===== src/rtl/pipeline_pkg.sv =====
// Shared pipeline definitions: opcode/ALU-op encodings, instruction field positions,
// hazard sequencer state enum and small field-extraction helpers.
package pipeline_pkg;

  localparam int unsigned INSTR_W = 32;
  localparam int unsigned OP_W    = 5;
  localparam int unsigned REG_W   = 5;
  localparam int unsigned ALUOP_W = 5;

  localparam int unsigned OP_LSB    = 27;
  localparam int unsigned RD_LSB    = 22;
  localparam int unsigned RS_LSB    = 17;
  localparam int unsigned RT_LSB    = 12;
  localparam int unsigned ALUOP_LSB = 2;

  localparam logic [OP_W-1:0] OP_RTYPE = 5'b00000;
  localparam logic [OP_W-1:0] OP_J     = 5'b00001;
  localparam logic [OP_W-1:0] OP_BNE   = 5'b00010;
  localparam logic [OP_W-1:0] OP_JAL   = 5'b00011;
  localparam logic [OP_W-1:0] OP_JR    = 5'b00100;
  localparam logic [OP_W-1:0] OP_BLT   = 5'b00110;
  localparam logic [OP_W-1:0] OP_SW    = 5'b00111;
  localparam logic [OP_W-1:0] OP_LW    = 5'b01000;
  localparam logic [OP_W-1:0] OP_SETX  = 5'b10101;

  localparam logic [ALUOP_W-1:0] ALUOP_MULT = 5'b00110;
  localparam logic [ALUOP_W-1:0] ALUOP_DIV  = 5'b00111;

  typedef enum logic [0:0] {
    RUN     = 1'b0,
    MD_WAIT = 1'b1
  } md_state_e;

  function automatic logic [OP_W-1:0] get_op(input logic [INSTR_W-1:0] instr);
    return instr[OP_LSB +: OP_W];
  endfunction

  function automatic logic [REG_W-1:0] get_rd(input logic [INSTR_W-1:0] instr);
    return instr[RD_LSB +: REG_W];
  endfunction

  function automatic logic [REG_W-1:0] get_rs(input logic [INSTR_W-1:0] instr);
    return instr[RS_LSB +: REG_W];
  endfunction

  function automatic logic [REG_W-1:0] get_rt(input logic [INSTR_W-1:0] instr);
    return instr[RT_LSB +: REG_W];
  endfunction

  function automatic logic [ALUOP_W-1:0] get_aluop(input logic [INSTR_W-1:0] instr);
    return instr[ALUOP_LSB +: ALUOP_W];
  endfunction

endpackage


===== src/rtl/pipeline_hazard_ctrl_src_decode.sv =====
// Source-register decoder: which registers an instruction reads and their indices.
// Shared by the hazard sequencer and the bypass logic.
module instr_src_decode
  import pipeline_pkg::*;
(
  input  logic [INSTR_W-1:0] instr,
  output logic               src1_vld,
  output logic [REG_W-1:0]   src1,
  output logic               src2_vld,
  output logic [REG_W-1:0]   src2
);

  logic [OP_W-1:0] op;
  logic            unused_imm;

  assign op         = get_op(instr);
  assign unused_imm = ^instr[RT_LSB-1:0];

  // src1 is always rs when anything is read; src2 is rt for R-type, rd for store/branch/jr
  always_comb begin
    src1_vld = 1'b1;
    src1     = get_rs(instr);
    src2_vld = 1'b0;
    src2     = get_rd(instr);
    unique case (op)
      OP_RTYPE: begin
        src2_vld = 1'b1;
        src2     = get_rt(instr);
      end
      OP_SW, OP_BNE, OP_BLT, OP_JR: begin
        src2_vld = 1'b1;
      end
      OP_J, OP_JAL, OP_SETX: begin
        src1_vld = 1'b0;
      end
      default: ;
    endcase
  end

endmodule


===== src/rtl/pipeline_hazard_ctrl.sv =====
// Pipeline hazard sequencer: latch write enables and flush strobes for PC/FD/DX/XM/MW,
// load-use stalls, mult/div front-end freeze with watchdog, and taken-branch squash.
module pipeline_hazard_ctrl
  import pipeline_pkg::*;
#(
  parameter int unsigned MD_MAX_CYCLES = 40,
  parameter int unsigned CNT_W         = 32
) (
  input  logic               clock,
  input  logic               reset,
  input  logic [31:0]        fd_instr,
  input  logic [31:0]        dx_instr,
  input  logic               branch_taken_x,
  input  logic               md_ready,
  output logic               pc_wren,
  output logic               fd_wren,
  output logic               fd_flush,
  output logic               dx_wren,
  output logic               dx_flush,
  output logic               xm_wren,
  output logic               xm_flush,
  output logic               mw_wren,
  output logic               md_start_mult,
  output logic               md_start_div,
  output logic               md_timeout,
  output logic [CNT_W-1:0]   stall_count
);

  localparam int unsigned WD_W = (MD_MAX_CYCLES > 1) ? $clog2(MD_MAX_CYCLES) : 1;
  localparam logic [WD_W-1:0] WD_LIMIT = WD_W'(MD_MAX_CYCLES - 1);

  md_state_e        state_q, state_d;
  logic [WD_W-1:0]  wd_cnt_q, wd_cnt_d;
  logic             guard_q, guard_d;
  logic             timeout_q, timeout_d;
  logic [CNT_W-1:0] stall_cnt_q, stall_cnt_d;

  logic             fd_src1_vld, fd_src2_vld;
  logic [REG_W-1:0] fd_src1, fd_src2;
  logic [OP_W-1:0]  dx_op;
  logic [REG_W-1:0] dx_rd;
  logic [ALUOP_W-1:0] dx_aluop;
  logic             ld_in_x, load_use, mult_in_x, div_in_x, md_in_x;
  logic             unused_dx_bits;

  instr_src_decode u_fd_src (
    .instr    (fd_instr),
    .src1_vld (fd_src1_vld),
    .src1     (fd_src1),
    .src2_vld (fd_src2_vld),
    .src2     (fd_src2)
  );

  assign dx_op          = get_op(dx_instr);
  assign dx_rd          = get_rd(dx_instr);
  assign dx_aluop       = get_aluop(dx_instr);
  assign unused_dx_bits = ^{dx_instr[RD_LSB-1:ALUOP_LSB+ALUOP_W], dx_instr[ALUOP_LSB-1:0]};

  // A load writing r0 can never create a dependency
  assign ld_in_x   = (dx_op == OP_LW) && (dx_rd != '0);
  assign load_use  = ld_in_x && ((fd_src1_vld && (fd_src1 == dx_rd)) ||
                                 (fd_src2_vld && (fd_src2 == dx_rd)));
  assign mult_in_x = (dx_op == OP_RTYPE) && (dx_aluop == ALUOP_MULT);
  assign div_in_x  = (dx_op == OP_RTYPE) && (dx_aluop == ALUOP_DIV);
  assign md_in_x   = mult_in_x || div_in_x;

  always_comb begin
    state_d       = state_q;
    wd_cnt_d      = wd_cnt_q;
    guard_d       = 1'b0;
    timeout_d     = timeout_q;
    stall_cnt_d   = stall_cnt_q;
    pc_wren       = 1'b1;
    fd_wren       = 1'b1;
    fd_flush      = 1'b0;
    dx_wren       = 1'b1;
    dx_flush      = 1'b0;
    xm_wren       = 1'b1;
    xm_flush      = 1'b0;
    mw_wren       = 1'b1;
    md_start_mult = 1'b0;
    md_start_div  = 1'b0;

    unique case (state_q)
      RUN: begin
        if (branch_taken_x) begin
          fd_flush = 1'b1;
          dx_flush = 1'b1;
        end else if (load_use) begin
          pc_wren  = 1'b0;
          fd_wren  = 1'b0;
          dx_flush = 1'b1;
        end else if (md_in_x && !guard_q) begin
          // guard_q blocks a restart while the just-finished mult/div is still visible in DX
          md_start_mult = mult_in_x;
          md_start_div  = div_in_x;
          pc_wren       = 1'b0;
          fd_wren       = 1'b0;
          dx_wren       = 1'b0;
          xm_flush      = 1'b1;
          state_d       = MD_WAIT;
          wd_cnt_d      = '0;
        end
      end
      MD_WAIT: begin
        if (md_ready || (wd_cnt_q == WD_LIMIT)) begin
          state_d = RUN;
          guard_d = 1'b1;
          if (!md_ready) begin
            timeout_d = 1'b1;
          end
        end else begin
          pc_wren  = 1'b0;
          fd_wren  = 1'b0;
          dx_wren  = 1'b0;
          xm_flush = 1'b1;
          wd_cnt_d = wd_cnt_q + WD_W'(1);
        end
      end
      default: state_d = RUN;
    endcase

    if (!pc_wren) begin
      stall_cnt_d = stall_cnt_q + CNT_W'(1);
    end

    // Reset overrides every strobe in the same cycle
    if (!reset) begin
      pc_wren       = 1'b0;
      fd_wren       = 1'b0;
      dx_wren       = 1'b0;
      xm_wren       = 1'b0;
      mw_wren       = 1'b0;
      fd_flush      = 1'b1;
      dx_flush      = 1'b1;
      xm_flush      = 1'b1;
      md_start_mult = 1'b0;
      md_start_div  = 1'b0;
    end
  end

  always_ff @(posedge clock) begin
    if (!reset) begin
      state_q     <= RUN;
      wd_cnt_q    <= '0;
      guard_q     <= 1'b0;
      timeout_q   <= 1'b0;
      stall_cnt_q <= '0;
    end else begin
      state_q     <= state_d;
      wd_cnt_q    <= wd_cnt_d;
      guard_q     <= guard_d;
      timeout_q   <= timeout_d;
      stall_cnt_q <= stall_cnt_d;
    end
  end

  assign md_timeout  = reset & timeout_q;
  assign stall_count = stall_cnt_q;

endmodule


===== config.mk =====
export PLATFORM = sky130hd
export DESIGN_NAME = pipeline_hazard_ctrl
export DESIGN_NICKNAME = d
export VERILOG_FILES = /design/src/rtl/pipeline_pkg.sv /design/src/rtl/pipeline_hazard_ctrl_src_decode.sv /design/src/rtl/pipeline_hazard_ctrl.sv
export SDC_FILE = /design/constraint.sdc
export NUM_CORES = 1
export LEC_CHECK = 0
export CAP_MARGIN = 15
export CORE_MARGIN = 1.5
export CORE_UTILIZATION = 45
export CTS_CLUSTER_SIZE = 10
export DETAILED_ROUTE_END_ITERATION = 8
export GPL_TIMING_DRIVEN = 0
export PLACE_DENSITY = 0.84
export SETUP_SLACK_MARGIN = 0.05
export SYNTH_ARGS = -nofsm -noshare
export SYNTH_HDL_FRONTEND = slang
export SYNTH_HIERARCHICAL = 1
export SYNTH_SLANG_ARGS = --single-unit

===== constraint.sdc =====
create_clock -name clock -period 4.85 [get_ports clock]
set_input_delay 0.7275 -clock clock [delete_from_list [all_inputs] [get_ports clock]]
set_output_delay 0.7275 -clock clock [all_outputs]
set_load 0.05 [all_outputs]

==> results.cfg <==
[floorplanning]
initial_utilization = 0.4686
io_pins = 111
die_h_microns = 76.16
core_sq_um = 5140
row_count = 26
die_area_sq_um = 5800
die_w_microns = 76.16

[run_status]
outcome = completed

[synth]
synth_top_area_frac = 0.3408
synth_area_leaders = dfxtp_1, a21oi_1, o21a_1
synth.net_count = 368
ys_async_sr_fraction = 0
ys_ff_latch = 41
syn_area_sq_um = 2409
synth-edff-count = 0
yosysUniqueCellTypes = 44
synthFlopType = dfxtp_1
synth_top_area_cell = dfxtp_1
ys_seq_area_frac = 0.3408
yosys_warnings = 6
syn_inst = 298
syn_avg_cell_area_sq_um = 8.082

[global_route]
grt_pass1_vias = 2396
grt.overflow.total = 0
grt_max_degree = 18
antenna_found_initial = 0
track_usage = 0.2305
grt_pass1_wl_mm = 11.10

[pwr]
total_power_uw = 706.6
peakVddDrop_mv = 0.1773
power_leakage_uw = 0.001128
p_per_area_nw_per_um2 = 210.0

[clocking]
cts_root_buf = clkbuf_8
cts_tree = yes
clk_pin_slew_worst_paths_ns = 0.08
clock_sinks = 41
cts_max_path_buffers = 2
numCtsBuffers = 5
insertion_delay_ns = 0.30
cts_hold_buffers = 0
htree_levels = 2

[sta]
finalSetupViolations = 0
worst-slew-pin-transition_ns = 0.6144
period_share = 0.9441
rsz0062_at_grt = no
drv_slew = 0
clock_skew_ns = 0.009521
hold_viol_final = 0
timing.hold.ws_ns = 0.5038
setup-tns-final_ns = 0
slew_headroom = 0.5894
fin_crit_ns = 4.579
max_freq_mhz = 218.4

[critical_path]
criticalPathCategory = in2out
max_stage_delay_ns = 0.57
cpLargestDelayFamily = buffers and inverters
cp_num_buf_inv = 4
path_cells = clkdlybuf4s50_1 > or4_4 > nor2_4 > mux2_2 > xnor2_1 > nand4_1 > o22ai_1 > a21boi_4 > buf_2 > and2_1 > buf_4 > clkdlybuf4s15_2
slowest_stage = or4_4
start_kind = input pin
worstRegToRegCells = 10
crit_path_end_kind = primary output
crit_required_ns = 4.12
crit_cells = 12
crit_fanout = 10
crit_arrival_ns = 3.85

[final_layout]
layout_common_cells = clkdlybuf4s50_1, dfxtp_1, a21oi_1
nets = 450
drive_above_1_share = 0.09186
multi_input_area_sq_um = 1418
nFillCells = 453
layout_commonest_cell = clkdlybuf4s50_1
final_core_util = 0.6546
syn_to_final_growth_pct = 39.69
fin_cells = 451
antenna_cells = 0
regArea_sq_um = 820.8

[placed_design]
hpwl_mm = 5.102
portBuffers = 75
gp_congestion = 0.8706
place_inst = 443

[min_path]
hp-class = reg2reg
holdPathStages = 2

[detailed_routing]
num_vias = 2565
wl_per_cell_microns = 15.46
final_antenna_net_count = 0
drt_wl_total_mm = 6.974
vias_per_cell = 5.687
drt_iter0_markers = 165
drc_errors = 0
firstDrtPassIters = 4

[flow_run]
drv_cap = 0
==> final cells by class <==
type | count | area share
plain buffers | 23 | 0.03942
flip-flops and latches | 41 | 0.2440
multi-input cells | 224 | 0.4213
clock inverters | 1 | 0.008925
clock buffers | 7 | 0.02566
well taps | 70 | 0.02603
inverters | 9 | 0.01004
repair buffers | 76 | 0.2246
==> worst paths after layout <==
check,start,end,slack [ns]
setup / recovery,fd_instr[31],pc_wren,0.27
hold / removal,stall_count[10]$_SDFFE_PN0N_,stall_count[10]$_SDFFE_PN0N_,0.50
setup reg to reg,wd_cnt_q[0]$_SDFFE_PN0P_,stall_count[14]$_SDFFE_PN0N_,1.95
hold reg to reg,stall_count[10]$_SDFFE_PN0N_,stall_count[10]$_SDFFE_PN0N_,0.50
==> flip-flops by register name, indices dropped and copies added (netlist names) <==
name and cells:
timeout_q 1, state_q 1, wd_cnt_q 6, stall_count 32, guard_q 1
==> where the power goes <==
part | total [uW] | leakage [uW] | internal, uW | switching (uW)
clock network | 286 | 0.0000585 | 168 | 119
logic | 83.9 | 0.000739 | 44.7 | 39.2
registers | 336 | 0.000330 | 336 | 0.0442
total | 707 | 0.00113 | 549 | 158
==> worst min-delay path, stage by stage (launching register included) <==
cell     delay (ns)
dfxtp_1        0.34
nand2_1        0.06
mux2i_1        0.06
==> layer usage <==
metal | global-route usage | wire length (microns) | share of wire
met1 | 0.2749 | 2905 | 0.42
met2 | 0.4063 | 3497 | 0.50
met3 | 0.05389 | 489 | 0.070
met4 | 0.07778 | 80 | 0.011
met5 | 0 | 0 | 0
==> cells in the mapped netlist, types with 10 or more instances <==
cell,n
nand3_1,14
nand2_1,20
or4_1,10
xnor2_1,10
o21ai_0,20
o21a_1,16
a21oi_1,26
or3_1,16
nand4_1,12
nor3_1,14
dfxtp_1,41
clkbuf_1,12
nor2_1,13
==> per-stage QoR <==
stage | setup slack (ns) | area [sq um]
after floorplan | 0.6574 | 2409
after global placement | -0.4748 | 3247
after detailed placement | -0.5304 | 3247
after CTS | 0.09662 | 3361
after global routing | 0.08835 | 3364
final | 0.2711 | 3364
==> kinds of logic after synthesis <==
family / after synthesis / share of synthesized area
buffers and inverters: 33 / 0.07064
AO/OA/AOI/OAI: 78 / 0.2016
adder cells (fa/ha/maj): 2 / 0.01039
AND/OR/NAND/NOR: 126 / 0.3049
flip-flops: 41 / 0.3408
multiplexers: 7 / 0.03169
XOR/XNOR: 11 / 0.04000
==> repair_timing <==
item,4_1_cts,5_1_grt
gates cloned,0,0
pin swaps,0,1
buffers inserted,0,1
gates resized for setup,7,2
setup endpoints to repair,3,3
Power figures use the tool's default switching activity.
==> RTL edit 1: new RTL, same flow settings <==
Change the parameter `CNT_W` from 32 to 48.
--- a/src/rtl/pipeline_hazard_ctrl.sv
+++ b/src/rtl/pipeline_hazard_ctrl.sv
@@ -5,5 +5,5 @@
 #(
   parameter int unsigned MD_MAX_CYCLES = 40,
-  parameter int unsigned CNT_W         = 32
+  parameter int unsigned CNT_W         = 48
 ) (
   input  logic               clock,
Ports: changed (resized stall_count); port bits go from 111 to 127. No check against the original RTL was run, so the function may have changed too.
==> RTL edit 1 against the original RTL <==
Worst setup slack better by 0.014 ns; die area up 31%; worst hold slack got worse by 0.0090 ns; total power rose by 35%; synthesized area up 33%; combinational power increased by 5.6%; sequential cell count rose by 16; highest routed layer unchanged; routed wire length up 36%; clock power rose by 38%; largest power group unchanged; critical path depth shrank 2; largest cell class unchanged; cell area grew 31%; final cell count is 35% higher.
==> RTL edit 1: results (changes against the original RTL) <==
stage	metric	value	unit	change
status	run status	finished clean		
placed_design	gpl congestion	0.8795		+1.0%
worst_setup_path	r2r setup slk	1.71	ns	-0.24 ns
worst_setup_path	crit-path max FO	5		-5
final_layout	Finished Layout Cells	611		+35%
yosys	post-synthesis sequential area ratio	35.67	%	+1.6 points
worst_setup_path	crit path to	dx_flush		
yosys	post-synthesis xor/xnor area fraction	3.285	%	-0.71 points
route	routed wire length	9454	um	+36%
hold_path	hold path endpoint	stall_count[27]		
final_layout	share of cells above drive strength 1	8.350	%	-0.84 points
yosys	Post-Syn Area per Cell	7.841	sq um	-3.0%
global_route	first-pass GRT wire length	15980	um	+44%
placed_design	setup slack at placement	-0.8222	ns	-0.2918 ns
placed_design	Post-Place Cells	596		+35%
clock_tree	Root Buffer	clkbuf_8		
clock_tree	number of H-tree levels	3		+1
timing	final worst slack	0.2850	ns	+0.01386 ns
global_route	gr usage total	26.72	%	+3.7 points
clock_tree	worst skew pair latency	0.34	ns	+0.04 ns
yosys	commonest cells in the netlist	dfxtp_1 (57), a21oi_1 (44), o21ai_0 (38)		
clock_tree	Post-CTS Resized	13		+6
worst_setup_path	crit path DAT	3.84	ns	about the same
placed_design	dpl cell area	4240	sq um	+31%
clock_tree	Clk pin slew, worst setup/hold paths	0.06	ns	-0.02 ns
yosys	post-synthesis adder-cell area fraction	0.7822	%	-0.26 points
yosys	Syn Nets	478		+30%
pwr	sequential power	468	uW	+39%
worst_setup_path	CP peak stage delay	0.82	ns	+0.25 ns
pwr	Net Switching	228.4	uW	+45%
pwr	Leak	1.401	nW	+24%
pwr	Logic power comb	88.6	uW	+5.6%
route	DR pass1 iterations	7		+3
yosys	multiplexer share of the synthesized area	2.386	%	-0.78 points
worst_setup_path	worst reg-to-reg path cell count	9		-1
worst_setup_path	worst reg2reg path startpoint	wd_cnt_q[0]		
final_layout	nets@finish	580		+29%
final_layout	FILL cells	603		+33%
timing	final clock skew	0.004610	ns	-0.004910 ns
route	via count	3587		+40%
timing	slew margin rel.	32.17	%	-27 points
yosys	post-synth cell types	48		+9.1%
yosys	top cells by area, synth	dfxtp_1 (36%), a21oi_1 (6.9%), or3_1 (6.8%), o21ai_0 (5.9%), nand2_1 (4.0%)		
worst_setup_path	Reg-to-Reg End	stall_count[36]		
placed_design	PortBufs	92		+23%
timing	Hold Slack	0.4948	ns	-0.008967 ns
global_route	pin count of the biggest net entering global routing	11		-7
yosys	post-synthesis compound-gate area fraction	18.54	%	-1.6 points
pwr	Clock group	396	uW	+38%
final_layout	max FFs per register	48		+50%
RTL edit 1: changes by cell type after synthesis, moves of 7 or more:
cell,before,now
clkbuf_1,12,19
or3_1,16,35
dfxtp_1,41,57
nand2_1,20,34
o21ai_0,20,38
and4_1,1,9
a21oi_1,26,44
nor3_1,14,5
o21a_1,16,3
nor4_1,0,8
RTL edit 1: area by class of cell:
| type | count | area (sq um) | area share, % |
|---|---|---|---|
| clock buffers | 13 | 158.9 | 3.592 |
| multi-input cells | 312 | 1901 | 42.96 |
| plain buffers | 28 | 140.1 | 3.167 |
| flip-flops and latches | 57 | 1141 | 25.79 |
| clock inverters | 3 | 15.01 | 0.3394 |
| repair buffers | 92 | 910.9 | 20.59 |
| inverters | 10 | 37.54 | 0.8484 |
| well taps | 96 | 120.1 | 2.715 |
RTL edit 1: routing by layer:
metal,GRT usage [%],share of wire [%],vias to the layer above
met5,0,0,-
met4,9.235,1.3,0
met3,7.109,7.1,21
met2,44.41,49,139
met1,33.31,43,1697
li1,-,-,1730
==> RTL edit 2: new RTL, same flow settings <==
Made on the original files. Make the reset (`reset`) asynchronous in one clocked block.
--- a/src/rtl/pipeline_hazard_ctrl.sv
+++ b/src/rtl/pipeline_hazard_ctrl.sv
@@ -140,5 +140,5 @@
   end
 
-  always_ff @(posedge clock) begin
+  always_ff @(posedge clock or negedge reset) begin
     if (!reset) begin
       state_q     <= RUN;
Function: differs if reset is asserted again (counterexample within 4 cycles, from zero or initial values and one cycle with reset low); with reset held inactive, the same outputs for 10 cycles.
==> RTL edit 2 against the original RTL <==
Critical path depth rose by 1; worst setup slack got worse by 0.096 ns; die area rose by 0.80%; count of clock-buffer cells in the layout rose by 1; routed wire length fell by 10%; synthesized cell count fell by 19%; sequential cell count did not move; utilization rose by 1.3 points; clock skew fell by 0.0045 ns; synthesized area rose by 0.83%; non-clock buffer count fell by 3; cell area rose by 2.0%; critical path type unchanged; largest cell class unchanged.
Power is not compared: it rests on default switching activity, and its combinational part moved more than twofold at a synthesized area within 25%.
==> RTL edit 2: results (changes against the original RTL) <==
stage	metric	value	unit	change
yosys	commonest cells in the netlist	dfrtp_1 (41), xnor2_1 (30), nand4_1 (19)		
final_layout	FILL cells	434		-4.2%
pwr	Leak	1.424	nW	
status	run status	finished clean		
timing	final clock skew	0.004975	ns	-0.004546 ns
yosys	asr flop ratio synth	100.0	%	+100 points
placed_design	DP HPWL	4505	um	-12%
global_route	gr usage total	22.41	%	-0.64 points
global_route	global routing met2 resource utilization	38.66	%	-2.0 points
clock_tree	Root Buffer	clkbuf_8		
yosys	post-synth cell types	46		+4.5%
worst_setup_path	CP startpoint	fd_instr[30]		
placed_design	gpl congestion	0.8224		-5.5%
placed_design	Post-Place Cells	387		-13%
placed_design	PortBufs	76		+1.3%
global_route	M1 GR Usage	27.37	%	-0.12 points
yosys	Ys Warns	6		unchanged
placed_design	setup slack at placement	-0.7173	ns	-0.1868 ns
yosys	multiplexer share of the synthesized area	2.782	%	-0.39 points
yosys	ys flop type	dfrtp_1		
final_layout	n_diodes	0		unchanged
route	Avg Vias per Cell	5.513		-3.1%
yosys	Post-Syn Area per Cell	10.12	sq um	+25%
clock_tree	number of buffers created by CTS	5		unchanged
timing	Worst-Margin Slew	1.001	ns	+0.3871 ns
global_route	vias in the first global route	2149		-10%
worst_setup_path	crit-path max FO	9		-1
global_route	pin count of the biggest net entering global routing	37		+19
route	via count	2194		-14%
clock_tree	number of H-tree levels	2		unchanged
yosys	top cells by area, synth	dfrtp_1 (42%), xnor2_1 (11%), nand4_1 (4.9%), xor2_1 (4.7%), and3_1 (2.8%)		
final_layout	Design Area, Final	3431	sq um	+2.0%
placed_design	dpl cell area	3292	sq um	+1.4%
yosys	post-synthesis sequential area ratio	42.25	%	+8.2 points
yosys	post-synthesis xor/xnor area fraction	15.51	%	+12 points
final_layout	max FFs per register	32		unchanged
yosys	post-synthesis adder-cell area fraction	1.030	%	-0.0086 points
worst_setup_path	crit path DAT	3.95	ns	+0.10 ns
yosys	post-synthesis compound-gate area fraction	5.925	%	-14 points
final_layout	share of cells above drive strength 1	14.02	%	+4.8 points
route	initial DRC count	106		-36%
worst_setup_path	critical path's slowest cell	or4_4		
worst_setup_path	kind of cell adding the most delay to the critical path	simple AND/OR/NAND/NOR gates		
global_route	initial antenna violation count	0		unchanged
global_route	routing usage on met3	5.629	%	+0.24 points
worst_setup_path	CP peak stage delay	0.54	ns	-0.03 ns
worst_setup_path	worst reg2reg path startpoint	stall_count[0]		
route	WL/cell	15.74	um	+1.8%
yosys	Syn Nets	310		-16%
global_route	first-pass GRT wire length	10360	um	-6.7%
hold_path	Min-Delay Path Class	input pin to async pin		
==> RTL edit 2: repair_timing <==
action,CTS,global route
gates resized for setup,16,7
hold buffers,0,0
endpoints found under the setup margin,3,2
endpoints found under the hold margin,0,0
setup buffers,0,3
pin swaps,2,3
==> RTL edit 2: layer usage <==
| metal | part of all wire [%] | vias up |
|---|---|---|
| li1 | - | 1035 |
| met1 | 44 | 1061 |
| met2 | 48 | 91 |
| met3 | 7.0 | 7 |
| met4 | 1.3 | 0 |
| met5 | 0 | - |
==> RTL edit 2: worst paths after layout <==
path	slack (ns)	cells after the start	endpoint
worst max-delay path	0.18	13	pc_wren
worst min-delay path	0.30	1	wd_cnt_q[1]
worst max register to register	2.37	7	stall_count[30]
worst min register to register	0.48	1	timeout_q
max in group asynchronous	4.07	2	stall_count[24]
min in group clock	0.48	1	timeout_q
==> RTL edit 2: cells by family (layout without fill, tap and decap cells) <==
logic type / Yosys count / count (layout)
buffers and inverters: 19 / 107
multiplexers: 6 / 6
XOR/XNOR: 43 / 43
flip-flops: 41 / 41
AND/OR/NAND/NOR: 110 / 110
adder cells (fa/ha/maj): 2 / 2
AO/OA/AOI/OAI: 19 / 19
==> RTL edit 2: cell type report <==
class	count	share of cell area (%)
tap	70	2.553
inverter	3	0.3282
timing repair buffer	80	23.30
buffer	16	2.954
clock buffer	8	2.334
multi-input combinational	180	38.62
sequential	41	29.91
==> RTL edit 2: report_power, final <==
| part | internal (mW) | leakage, nW | total, mW | switching [mW] |
|---|---|---|---|---|
| sequential | 0.360 | 0.568 | 0.379 | 0.0190 |
| combinational | 0.0830 | 0.817 | 0.190 | 0.107 |
| clock | 0.102 | 0.0395 | 0.214 | 0.112 |
| total | 0.545 | 1.42 | 0.783 | 0.238 |
